**src/rtl/fetch_unit.sv**
```systemverilog
// Instruction-fetch control: owns the PC, tracks the one-cycle registered
// memory latency, and buffers the output word across downstream stalls.
//
// state | meaning
// FILL  | no live word in flight (after reset or redirect); issue pc
// RUN   | word for fetch_pc arrives on instr_in (or sits in the hold buffer)
module fetch_unit #(
  parameter int          MEM_DEPTH = 16,
  parameter logic [15:0] NOP_WORD  = 16'h0000
) (
  input  logic        clk,
  input  logic        rst,
  input  logic        stall,
  input  logic        redirect,
  input  logic [15:0] redirect_pc,
  output logic [15:0] read_address,
  input  logic [15:0] instr_in,
  output logic        if_valid,
  output logic [15:0] if_pc,
  output logic [15:0] if_instr
);

  // MEM_DEPTH is a power of two, so masking gives modulo wrap and truncation.
  localparam logic [15:0] ADDR_MASK = 16'(MEM_DEPTH - 1);

  typedef enum logic {
    FILL = 1'b0,
    RUN  = 1'b1
  } state_t;

  state_t      state_q, state_d;
  logic [15:0] pc_q, pc_d;
  logic [15:0] fetch_pc_q, fetch_pc_d;
  logic        held_q, held_d;
  logic [15:0] hold_instr_q, hold_instr_d;
  logic [15:0] pc_inc;

  assign pc_inc = (pc_q + 16'd1) & ADDR_MASK;

  always_ff @(posedge clk) begin
    if (rst) begin
      state_q      <= FILL;
      pc_q         <= 16'h0000;
      fetch_pc_q   <= 16'h0000;
      held_q       <= 1'b0;
      hold_instr_q <= 16'h0000;
    end else begin
      state_q      <= state_d;
      pc_q         <= pc_d;
      fetch_pc_q   <= fetch_pc_d;
      held_q       <= held_d;
      hold_instr_q <= hold_instr_d;
    end
  end

  always_comb begin
    state_d      = state_q;
    pc_d         = pc_q;
    fetch_pc_d   = fetch_pc_q;
    held_d       = held_q;
    hold_instr_d = hold_instr_q;
    if (redirect) begin
      // In-flight word and any stall buffer are squashed.
      pc_d    = redirect_pc & ADDR_MASK;
      state_d = FILL;
      held_d  = 1'b0;
    end else begin
      case (state_q)
        FILL: begin
          fetch_pc_d = pc_q;
          pc_d       = pc_inc;
          state_d    = RUN;
        end
        RUN: begin
          if (!stall) begin
            fetch_pc_d = pc_q;
            pc_d       = pc_inc;
            held_d     = 1'b0;
          end else if (!held_q) begin
            // Memory has no read enable: capture the word before it is overwritten.
            hold_instr_d = instr_in;
            held_d       = 1'b1;
          end
        end
        default: state_d = FILL;
      endcase
    end
  end

  assign read_address = pc_q;
  assign if_valid     = (state_q == RUN);
  assign if_pc        = fetch_pc_q;
  assign if_instr     = (state_q != RUN) ? NOP_WORD :
                        (held_q ? hold_instr_q : instr_in);

endmodule

```
**config.mk**
```make
export PLATFORM = sky130hd
export DESIGN_NAME = fetch_unit
export DESIGN_NICKNAME = d
export VERILOG_FILES = /design/src/rtl/fetch_unit.sv
export SDC_FILE = /design/constraint.sdc
export NUM_CORES = 1
export LEC_CHECK = 0
export CORE_MARGIN = 2
export CORE_UTILIZATION = 41
export CTS_CLUSTER_SIZE = 12
export DETAILED_ROUTE_END_ITERATION = 8
export PLACE_DENSITY = 0.86
export SETUP_SLACK_MARGIN = 0.15
export SYNTH_ARGS = -nofsm -noshare
export SYNTH_HDL_FRONTEND = slang
export SYNTH_SLANG_ARGS = --single-unit
```
**constraint.sdc**
```tcl
create_clock -name clk -period 2.66 [get_ports clk]
set_input_delay 0.532 -clock clk [delete_from_list [all_inputs] [get_ports clk]]
set_output_delay 0.532 -clock clk [all_outputs]
set_load 0.02 [all_outputs]
```
==> metrics <==
status completed; die area 0.00404 sq mm; Data arrival, critical path 1840 ps; utilization after layout 0.567; ant diodes 0; P&R area growth vs syn 31.0%; Tcrit/Tclk final 0.893; CP required 2130 ps; # DRC 0; Port Buffer Count 48; Routed Antenna Nets 0; clk_skew 0.694 ps; post-synthesis async set-or-reset flop share 0; Top FF cell, synth dfxtp_1; PD cells 420 mW/mm^2; first-pass iteration count of the detailed router 4; largest net degree at the start of global routing 20; Max Clock Freq 421 MHz; sequential area share after synthesis 0.357; routed length on met2 1.54 mm; Post-synth EDFFs 0; H-tree Lvls 1; synth warn 0; routed vias 1230; Num CTS Buffers 3; Yosys reg bits 26; RSZ-0062 raised after global routing no; Max Cap Viol 0; CTS clk-pin slew, worst paths 130 ps; M1 WL 1.25 mm; vias in the first global route 1221; clk sinks 26; Routed WL per cell 11.4 um; Worst Tran Pin Value 637 ps; Leak 0.706 nW; DIE WIDTH 63.6 um; # IOs 85; total gr overflow 0; Tmin final 2380 ps; row count 21; Hold WC Path Type reg2reg; most frequent cells in the layout clkdlybuf4s50_1 (48), nand2_1 (33), dfxtp_1 (26); Final Hold Fails 0; gr usage total 0.161; global-route wire length before repair 5.31 mm; post-synthesis area per instance 8.27 sq um; clk_lat worst skew 310 ps; CTS tree yes; DR top layer met4; area of the core 0.00336 sq mm; synthesized area 0.00146 sq mm; Relative slew margins 0.576; final wirelength 3.03 mm; DRT iter0 DRCs 52; Clock Path Buffers 2; layout cell share with drive strength beyond 1 0.0409; Die Y 63.6 um; total power draw 0.802 mW; kind of critical path in2out; initial antenna violation count 0; setup violators final 0; final setup TNS 0 ps; Crit. End Element output pin; routability cong. 0.764; WL met3 188 um; NumNets Final 258; Layout fillers 345; Clock Tree Root clkbuf_4; placed inst area 0.00187 sq mm; commonest non-fill, non-tap cell in the layout clkdlybuf4s50_1; count of cell types in the netlist 26; post-route cell area 0.00191 sq mm; vias per cell 4.62; top cell type's share of synthesized area 0.357; fin. max-slew vios 0; top cells by area, synth dfxtp_1 (36%), mux2i_1 (14%), buf_4 (14%); post-DP HPWL 2.24 mm; VDD IR-drop max 0.000464 V; worst-path maximum fanout 2; cell count after synthesis 176; Startpoint Class primary input; Initial Utilization 0.433; Yosys top cell by area dfxtp_1
Yosys cell counts (all sizes together) (2+ instances only):
| master | count |
|---|---|
| o21ai | 2 |
| mux2i | 21 |
| nand2 | 33 |
| a211oi | 2 |
| nor2b | 17 |
| clkbuf | 6 |
| nor2 | 8 |
| a21oi | 19 |
| buf | 29 |
| dfxtp | 26 |
metal layers:
layer / track usage / vias to the layer above
met2: 0.292 / 39
li1: - / 621
met1: 0.187 / 566
met4: 0.0353 / 0
met3: 0.0429 / 4
met5: 0 / -
worst paths after layout:
| path | startpoint | to | slack (ps) | cells past startpoint |
|---|---|---|---|---|
| max reg2reg | if_valid$_SDFF_PP0_ | hold_instr_q[7]$_SDFFE_PP0P_ | 820 | 4 |
| max | instr_in[13] | if_instr[13] | 280 | 4 |
| min reg2reg | hold_instr_q[3]$_SDFFE_PP0P_ | hold_instr_q[3]$_SDFFE_PP0P_ | 460 | 2 |
| min | hold_instr_q[3]$_SDFFE_PP0P_ | hold_instr_q[3]$_SDFFE_PP0P_ | 460 | 2 |
registers in the layout (all words and copies together), names as in the netlist:
signal,flops
hold_instr_q,16
if_valid,1
held_q,1
read_address,4
if_pc,4
through the flow:
step                setup WS (ps)  std cells  hold slack, ps
CTS                           269        266             466
global route                  169        266             480
finish                        285        266             463
floorplan                     809        199             436
detailed placement            285        262             447
global placement              273        262             441
cell families after synthesis:
group,Yosys count,share of synthesized area
other,1,0.00257
adder cells (fa/ha/maj),1,0.00859
multiplexers,21,0.144
flip-flops,26,0.357
AO/OA/AOI/OAI,26,0.0988
AND/OR/NAND/NOR,64,0.213
XOR/XNOR,1,0.00601
buffers and inverters,36,0.169
power breakdown:
part	leakage [nW]	switching, mW	internal [mW]
Combinational	0.473	0.104	0.0903
Clock	0.0210	0.108	0.0835
Sequential	0.212	0.0132	0.403
Total	0.706	0.225	0.577
what timing repair did:
item | in CTS | in global routing
buffers inserted | 0 | 0
resized for setup | 0 | 1
hold buffers | 0 | 0
endpoints found under the setup margin | 0 | 1
area by class of cell:
class	count	area [sq um]	share of cell area
repair buffers	52	514	0.270
flip-flops and latches	26	520	0.273
clock buffers	4	36.3	0.0190
inverters	1	3.75	0.00197
well taps	46	57.6	0.0302
multi-input cells	137	776	0.407
critical path, stage by stage:
cell and delay (ps):
clkdlybuf4s50_1 490, mux2i_1 80, nor2b_1 130, clkdlybuf4s50_1 610
(Power assumes the default switching activity.)
